--- src/rtl/fifo_sync_param.sv ---
// Parametrised single-clock FIFO with registered read port, occupancy flags and sticky error flags.
// Read latency 1 cycle; full rejects writes unless a read is accepted the same cycle, empty rejects reads.
module fifo_sync_param #(
  parameter int DATA_WIDTH = 8,
  parameter int DEPTH      = 4,
  parameter int AF_LEVEL   = DEPTH - 1,
  parameter int AE_LEVEL   = 1
) (
  input  logic                          clk,
  input  logic                          reset,
  input  logic                          wr_en,
  input  logic [DATA_WIDTH-1:0]         data_in,
  input  logic                          rd_en,
  output logic [DATA_WIDTH-1:0]         data_out,
  output logic                          rd_valid,
  output logic                          full,
  output logic                          empty,
  output logic                          almost_full,
  output logic                          almost_empty,
  output logic [$clog2(DEPTH):0]        count,
  output logic                          overflow,
  output logic                          underflow
);

  localparam int ADDR_W = $clog2(DEPTH);
  localparam logic [ADDR_W:0] PTR_ONE = (ADDR_W+1)'(1);
  localparam logic [ADDR_W:0] DEPTH_C = (ADDR_W+1)'(DEPTH);
  localparam logic [ADDR_W:0] AF_C    = (ADDR_W+1)'(AF_LEVEL);
  localparam logic [ADDR_W:0] AE_C    = (ADDR_W+1)'(AE_LEVEL);

  logic [DATA_WIDTH-1:0] mem_q [DEPTH];
  logic [ADDR_W:0]       wptr_q, wptr_d;
  logic [ADDR_W:0]       rptr_q, rptr_d;
  logic [ADDR_W:0]       count_q, count_d;
  logic [DATA_WIDTH-1:0] data_out_q;
  logic                  rd_valid_q;
  logic                  overflow_q, underflow_q;
  logic                  rd_ok, wr_ok;

  assign full         = (count_q == DEPTH_C);
  assign empty        = (count_q == '0);
  assign almost_full  = (count_q >= AF_C);
  assign almost_empty = (count_q <= AE_C);

  // A full FIFO can still take a write when a read frees a slot in the same cycle.
  assign rd_ok = rd_en & ~empty;
  assign wr_ok = wr_en & (~full | rd_ok);

  always_comb begin
    wptr_d  = wptr_q;
    rptr_d  = rptr_q;
    count_d = count_q;
    if (wr_ok) wptr_d = wptr_q + PTR_ONE;
    if (rd_ok) rptr_d = rptr_q + PTR_ONE;
    case ({wr_ok, rd_ok})
      2'b10:   count_d = count_q + PTR_ONE;
      2'b01:   count_d = count_q - PTR_ONE;
      default: count_d = count_q;
    endcase
  end

  always_ff @(posedge clk) begin
    if (reset) begin
      wptr_q      <= '0;
      rptr_q      <= '0;
      count_q     <= '0;
      data_out_q  <= '0;
      rd_valid_q  <= 1'b0;
      overflow_q  <= 1'b0;
      underflow_q <= 1'b0;
      for (int i = 0; i < DEPTH; i++) mem_q[i] <= '0;
    end else begin
      wptr_q     <= wptr_d;
      rptr_q     <= rptr_d;
      count_q    <= count_d;
      rd_valid_q <= rd_ok;
      if (wr_ok) mem_q[wptr_q[ADDR_W-1:0]] <= data_in;
      // Reads see the word as it was before this edge's write.
      if (rd_ok) data_out_q <= mem_q[rptr_q[ADDR_W-1:0]];
      if (wr_en & ~wr_ok) overflow_q <= 1'b1;
      if (rd_en & ~rd_ok) underflow_q <= 1'b1;
    end
  end

  assign data_out  = data_out_q;
  assign rd_valid  = rd_valid_q;
  assign count     = count_q;
  assign overflow  = overflow_q;
  assign underflow = underflow_q;

endmodule

--- config.mk ---
export PLATFORM = sky130hd
export DESIGN_NAME = fifo_sync_param
export DESIGN_NICKNAME = d
export VERILOG_FILES = /design/src/rtl/fifo_sync_param.sv
export SDC_FILE = /design/constraint.sdc
export NUM_CORES = 1
export LEC_CHECK = 0
export ABC_AREA = 0
export CAP_MARGIN = 20
export CORE_UTILIZATION = 49
export DETAILED_ROUTE_END_ITERATION = 8
export GPL_ROUTABILITY_DRIVEN = 0
export PLACE_DENSITY = 0.75
export SLEW_MARGIN = 20
export SYNTH_ARGS = -nofsm -noshare
export SYNTH_HDL_FRONTEND = slang
export SYNTH_SLANG_ARGS = --single-unit
--- constraint.sdc ---
create_clock -name clk -period 2.01 [get_ports clk]
set_clock_uncertainty 0.15 [all_clocks]
set_input_delay 0.402 -clock clk [delete_from_list [all_inputs] [get_ports clk]]
set_output_delay 0.402 -clock clk [all_outputs]
set_load 0.02 [all_outputs]
Word-level counts from Yosys, hierarchy flattened. Memories as Yosys holds them, arrays and structs flattened. A register that Yosys moved wholly into a read port is not among the register bits. Index checks and enable logic that the tools add are counted.

Register bits after elaboration: 12. Memory bits (writable): 32. Word-level logic and storage cells: 37. Memories: 1.

Memory list: mem_q (words 4, bits a word 8, read ports 1, clocked after Yosys merged registers in 1, wr ports 4, line 31) `logic [DATA_WIDTH-1:0] mem_q [DEPTH];`.

$add $sub $neg: 4. Order comparisons: 2. Equal/unequal tests: 3. Multiplexer cells: 9. Bitwise gates (word level): 9. Reductions and logical operators: 3.

Operators with widths (number): 3-bit by 1-bit adder with 3-bit output (second input constant) (3); 8-bit two-way mux (1); 8-bit OR reduction (1); 1-bit two-way mux (6); 3-bit one-hot mux with 2 select lines (1); 1-bit AND (4); 1-bit inverter (4); 3-bit == test (second input constant) (1); 3-bit by 2-bit greater-or-equal comparator with 1-bit output (second input constant) (1); 3-bit by 1-bit <= comparator with 1-bit output (second input constant) (1); 3-bit zero test (1); 3-bit by 1-bit subtractor with 3-bit output (second input constant) (1); 2-bit by 1-bit == test with 1-bit output (second input constant) (1); 2-bit == test (second input constant) (1); 2-bit two-way mux (1); 2-bit nonzero test (1); 1-bit bitwise OR (1).

Longest topological paths before layout. Gate-level depths: netlist of the first run.

Depth in word-level cells: 10. Gate-level depth with buffers: 7. Gate-level depth less buffers: 7.

Worst setup path after synthesis of the first run. No wires, ideal clock.

Kind: register to register. From: reg count_q[0] (netlist: count[0]). To: mem mem_q[3][0], enable pin. Setup time: 0.375 ns. Data arrival time: 1.635 ns. Data required time: 1.485 ns. Slack: -0.150 ns. Cell stages (with the launch flop): 6. Path buffers: 0. Cells stage by stage: dfxtp_1 -> inv_1 -> ha_1 -> nand2_2 -> o211ai_2 -> o21bai_1.

RTL lines: start, declared (line 34) `logic [ADDR_W:0] count_q, count_d;`; start signal, assigned (line 75) `count_q <= count_d;`; end, declared (line 31).

Worst setup path in the final report of the first run.
From: reg count_q[2] (netlist: count[2]). To: out count[2].

RTL lines: end, declared (line 20) `output logic [$clog2(DEPTH):0] count,`.

No word-level cell between the ends.

==> run metrics, run 1 <==
status finished, final reports clean; # setup viols final 0; WP data required 1460 ps; Lkg Pwr around 1.1 nW; vias in the first global route around 1400; DIE HEIGHT around 70 um; reg2reg setup slack 140 ps; core area 0.00441 mm2; first-pass GRT wire length 7110 um; Netlist cell types 34; Worst Setup Start Kind flop; Critical Path End Type primary output; unrepaired setup endpoints after global routing false; Setup CP Type flop to primary output; net count after synthesis 200; Chip Width 70.2 um; fin. max-slew vios 0; overall routing resource usage about a fifth; Die Footprint between 0.004 and 0.005 mm2; hpwl dp 3260 um; non-filler cells in the finished layout between 200 and 300; # DRC 0; Max Fclk 515 MHz; # rows 24; asr flop ratio synth 0%; worst setup path startpoint count[2]; IO buf count 29; Synth Warn # 0; initial antenna violation count 0; Bufs on Longest Clock Path 2; Hold Path Class flop to flop; DRT iter0 DRCs 82; Sink Count 50; clock latency on the worst-skew pair 300 ps; EDFF count, synth 32; worst-margin pin slew 393 ps; worst path arrival time 1390 ps; minimum clock period 1940 ps; power per cell area 1230 mW/mm2; Final ANT Viol Nets 0; share of cells above drive strength 1 24.3%; H-tree depth 2; r2r worst-path depth 8; Hold Vio Cnt, Final 0; TritonCTS clock tree yes; Synth Register Bits 50; TritonCTS Buffers 5; Reg-to-Reg End mem_q[2][0]; Post-Synthesis Cells 183; largest net degree at the start of global routing 17; hold path startpoint data_out[6]; MaxCap Viol Count 0; ys flop type edfxtp_1; diodes inserted 0; post-placement cell area 0.00276 mm2; crit share post-route 96.7%; Cells after DPL 278; CTS root buf clkbuf_8; via/cell ratio 5.28; number of fill cells around 330; CP max FO 5; worst setup path end count[2]; IO Count 30; Post-layout nets 251; total power 3.58 mW; Initial Utilization 51.6%; Overflow after GRT 0; Final Instance Area 0.00291 mm2; maximum vdd drop ~0.0006 V; drt first pass iters 4; Avg Inst Size Synth about 12 um2; wire length per cell between 10 and 15 um; clock-pin slew on the worst setup and hold paths 90 ps; Max-slew headroom between 70% and 80%; via count 1514; Critical R2R Launch count[0]; synthesized area 0.00228 mm2; DRT Wirelength 4120 um; sequential fraction of the synthesis area 58.0%; Synth-to-Final Area Change 27.7%
## metal layers
layer | vias up | GRT usage (%) | routed length [um]
li1 | 746 | - | -
met1 | 725 | 26.1 | 1900
met2 | 35 | 29.9 | 1980
met3 | 8 | 5.05 | 189
met4 | 0 | 5.33 | 52
met5 | - | 0 | 0
## cell families after synthesis
| family | count (synthesis) | share of synthesized area (%) |
|---|---|---|
| and+or+nand+nor | 77 | 19.7 |
| xor gates and xnor gates | 5 | 1.92 |
| buffers and inverters | 14 | 2.69 |
| muxes | 8 | 7.91 |
| adders and majority gates | 5 | 2.75 |
| AOI/OAI and AO/OA | 24 | 6.98 |
| DFF | 50 | 58.0 |
## Yosys cell counts (2+ instances only)
cell type / n / share of area (%)
xnor2_1: 3 / 1.2
inv_1: 6 / 0.99
nand3_1: 3 / 0.66
o21bai_1: 3 / 0.99
buf_2: 4 / 0.88
nand2b_1: 2 / 0.55
nor2_1: 11 / 1.8
mux4_2: 8 / 7.9
ha_1: 5 / 2.7
a31oi_1: 3 / 0.82
xor2_1: 2 / 0.77
nand2_1: 18 / 3.0
nor3_2: 2 / 0.88
edfxtp_1: 32 / 42
dfxtp_1: 18 / 16
clkbuf_1: 2 / 0.33
o21ai_0: 2 / 0.44
and2_1: 32 / 8.8
a21oi_1: 12 / 2.6
## how the worst min path moves through the flow
stage,depth (start not counted),endpoint,slack [ps]
floorplan,2,data_out[0],380
global placement,2,data_out[0],290
global route,2,data_out[5],330
detailed placement,2,data_out[6],300
finish,2,data_out[6],310
CTS,2,data_out[6],310
## layout make-up
| cell class | count | area, um2 | area share (%) |
|---|---|---|---|
| Sequential cell | 50 | 1320 | 45.5 |
| Multi-Input combinational cell | 119 | 913 | 31.4 |
| Timing Repair Buffer | 51 | 448 | 15.4 |
| Clock buffer | 5 | 68.8 | 2.37 |
| Tap cell | 52 | 65.1 | 2.24 |
| Clock inverter | 3 | 63.8 | 2.19 |
| Inverter | 7 | 26.3 | 0.903 |
## worst max-delay path: stages (launching register included)
cell	delay, ps
dfxtp_1	350
buf_4	140
clkdlybuf4s50_1	600
## cells in the final DEF (no fill, tap or decap), drive strengths merged, types with 5 or more instances in the layout
cell,n
nand2,19
and2,32
clkdlybuf4s50,25
clkbuf,6
ha,5
inv,7
buf,23
nor2,12
a21oi,12
dfxtp,18
mux4,8
edfxtp,32
## sequential cells by signal, indices dropped and copies added, names as in the netlist
register,cells
rd_valid,1
rptr_q,2
mem_q,32
data_out,8
overflow,1
count,3
wptr_q,2
underflow,1
## per-stage QoR
step	setup WS, ps	util [%]	TNS (ps)	hold slack, ps
final	66.7	65.9	0	307
after global routing	2.66	65.9	0	327
after CTS	42.1	65.6	0	311
after detailed placement	-77.4	62.6	-1200	299
after global placement	-18.9	62.6	-257	292
after floorplan	-112	-	-1800	385
## power by group
group | switching (mW) | internal [mW] | total (mW)
logic | 0.731 | 0.673 | 1.40
clock network | 0.318 | 0.492 | 0.810
registers | 0.0980 | 1.27 | 1.36
total | 1.15 | 2.43 | 3.58
## timing repair
item,in CTS,in global routing
gates resized for setup,14,6
pin swaps,0,1
endpoints found under the setup margin,13,32
cloned,0,0
buffers inserted,0,1
hold buffers,0,0
Note: power is estimated with default switching activity, not from simulation.
==> inputs of run 2 (changes only) <==
--- a/config.mk
+++ b/config.mk
@@ -11,7 +11,7 @@
 export DETAILED_ROUTE_END_ITERATION = 8
 export GPL_ROUTABILITY_DRIVEN = 0
 export PLACE_DENSITY = 0.75
-export SLEW_MARGIN = 20
+export RECOVER_POWER = 25
 export SYNTH_ARGS = -nofsm -noshare
 export SYNTH_HDL_FRONTEND = slang
 export SYNTH_SLANG_ARGS = --single-unit
==> run 2 against run 1 <==
Utilization down 0.51 points. Worst hold slack is essentially flat. Total power fell by 0.99%. Routed wire length rose by 0.29%. Combinational power barely moved.
==> run metrics, run 2 (same netlist as run 1, synthesis figures left out) <==
largest net degree at the start of global routing 17 (unchanged); Worst Setup Start Kind flop; Stages on worst setup path 2 (unchanged); vias in the first global route 1437 (unchanged); fin. max-slew vios 0 (unchanged); r2r worst-path depth 8 (unchanged); FF/Latch Area 0.00132 mm2 (unchanged); hpwl dp 3260 um (unchanged); drt first pass iters 4 (unchanged); Worst path slowest cell clkdlybuf4s50_1; Worst Path Buf+Inv 2 (unchanged); hold path startpoint data_out[6]; number of fill cells 338 (+1.8%); # setup viols final 0 (unchanged); Initial Utilization 51.6% (unchanged); status finished, final reports clean; DRT iter0 DRCs 83 (+1.2%); final worst setup slack 65.2 ps (-1.50 ps); DIE HEIGHT 70.2 um (unchanged); overall routing resource usage 19.0% (unchanged); Final ANT Viol Nets 0 (unchanged); # rows 24 (unchanged); Bufs on Longest Clock Path 2 (unchanged); max FFs per register 32 (unchanged); IO Count 30 (unchanged); worst path arrival time 1390 ps (about the same); Die Footprint 0.00492 mm2 (unchanged); diodes inserted 0 (unchanged); CP cell instances buf_4 > clkdlybuf4s50_1; TritonCTS clock tree yes; MaxCap Viol Count 0 (unchanged); CP max FO 5 (unchanged); non-filler cells in the finished layout 287 (unchanged); crit share post-route 96.8% (about the same); Lkg Pwr 1.09 nW (-1.2%); Chip Width 70.2 um (unchanged); worst-margin pin slew 393 ps (+0.0839 ps); DRT Wirelength 4140 um (+0.29%); initial antenna violation count 0 (unchanged); core area 0.00441 mm2 (unchanged); final core utilization 65.4% (-0.51 points); first-pass GRT wire length 7110 um (unchanged); most frequent cells in the layout and2_1 (32), edfxtp_1 (32), clkdlybuf4s50_1 (23); clock latency on the worst-skew pair 300 ps (about the same); Max-slew headroom 73.7% (about the same); Largest Register mem_q; CTS root buf clkbuf_8; unrepaired setup endpoints after global routing false; CP max stage delay 600 ps (about the same); IO buf count 29 (unchanged); worst setup path startpoint count[2]; area of the multi-input gates 900 um2 (-1.5%); via/cell ratio 5.28 (about the same); Post-layout nets 251 (unchanged); Cells after DPL 278 (unchanged); Hold Vio Cnt, Final 0 (unchanged); maximum vdd drop 0.000600 V (+0.18%); Setup CP Type flop to primary output; Hold Path Class flop to flop; Hold Path Cell Cnt 2 (unchanged); # DRC 0 (unchanged); Critical R2R Launch count[0]; clock-pin slew on the worst setup and hold paths 90 ps (about the same); via count 1515 (+0.066%); H-tree depth 2 (unchanged); Critical Path End Type primary output; power per cell area 1230 mW/mm2 (-0.21%); Overflow after GRT 0 (unchanged); Top delay family on crit path buffers and inverters; dpl ws -77.4 ps (unchanged); minimum clock period 1940 ps (+1.50 ps); Setup TNS 0 ps (unchanged); TritonCTS Buffers 5 (unchanged); wire length per cell 14.4 um (+0.29%); Max Fclk 514 MHz (about the same); WP data required 1460 ps (about the same); Sink Count 50 (unchanged); Synth-to-Final Area Change 26.8%; share of cells above drive strength 1 23.8% (-0.43 points)
==> run 2: final timing paths <==
kind,to,slack (ps)
min,data_out[6],310
min reg2reg,data_out[6],310
max,count[2],70
max reg2reg,mem_q[2][0],150
==> run 2: layout make-up <==
class,count,area share [%]
Sequential cell,50,45.9
Multi-Input combinational cell,119,31.2
Timing Repair Buffer,51,15.2
Clock buffer,5,2.38
Tap cell,52,2.25
Clock inverter,3,2.21
Inverter,7,0.910
==> run 2: stage by stage <==
| step | instance area [um2] | hold slack, ps | power, mW |
|---|---|---|---|
| after detailed placement | 2760 | 299 | 2.79 |
| final | 2890 | 308 | 3.54 |
| after floorplan | 2280 | 385 | 2.20 |
| after global placement | 2760 | 292 | 2.74 |
| after global routing | 2890 | 327 | 3.75 |
| after CTS | 2900 | 311 | 3.56 |
==> run 2: metal layers <==
metal	up-vias	GRT usage (%)	wire length [um]	share of wire [%]
met5	-	0	0	0
met4	0	5.33	52	1.3
met3	8	5.05	226	5.5
met2	45	29.9	1970	48
met1	719	26.1	1890	46
li1	743	-	-	-
==> run 2: worst register-to-register path, stage by stage (launching register included) <==
cell	delay, ps
dfxtp_2	350
inv_2	80
ha_4	170
nand2_2	60
buf_4	150
o21ai_4	270
nor3_2	80
buf_4	160
and2_1	150
==> run 2: report_power, final <==
| group | leakage (nW) | total [mW] | internal (mW) | switching [mW] |
|---|---|---|---|---|
| Sequential | 0.481 | 1.36 | 1.27 | 0.0973 |
| Clock | 0.0658 | 0.812 | 0.492 | 0.320 |
| Combinational | 0.546 | 1.37 | 0.658 | 0.710 |
==> run 2: repair_timing <==
action	4_1_cts	5_1_grt
setup buffers	0	1
pin swaps	0	1
endpoints found under the setup margin	13	32
resized for setup	14	6
hold buffers	0	0
==> inputs of run 3 (changes only) <==
--- a/config.mk
+++ b/config.mk
@@ -10,6 +10,7 @@
 export CORE_UTILIZATION = 49
 export DETAILED_ROUTE_END_ITERATION = 8
 export GPL_ROUTABILITY_DRIVEN = 0
+export HOLD_SLACK_MARGIN = 0.12
 export PLACE_DENSITY = 0.75
 export RECOVER_POWER = 25
 export SYNTH_ARGS = -nofsm -noshare
==> results of run 3 <==
The final DEF is identical to that of run 2; final timing and power are the same.
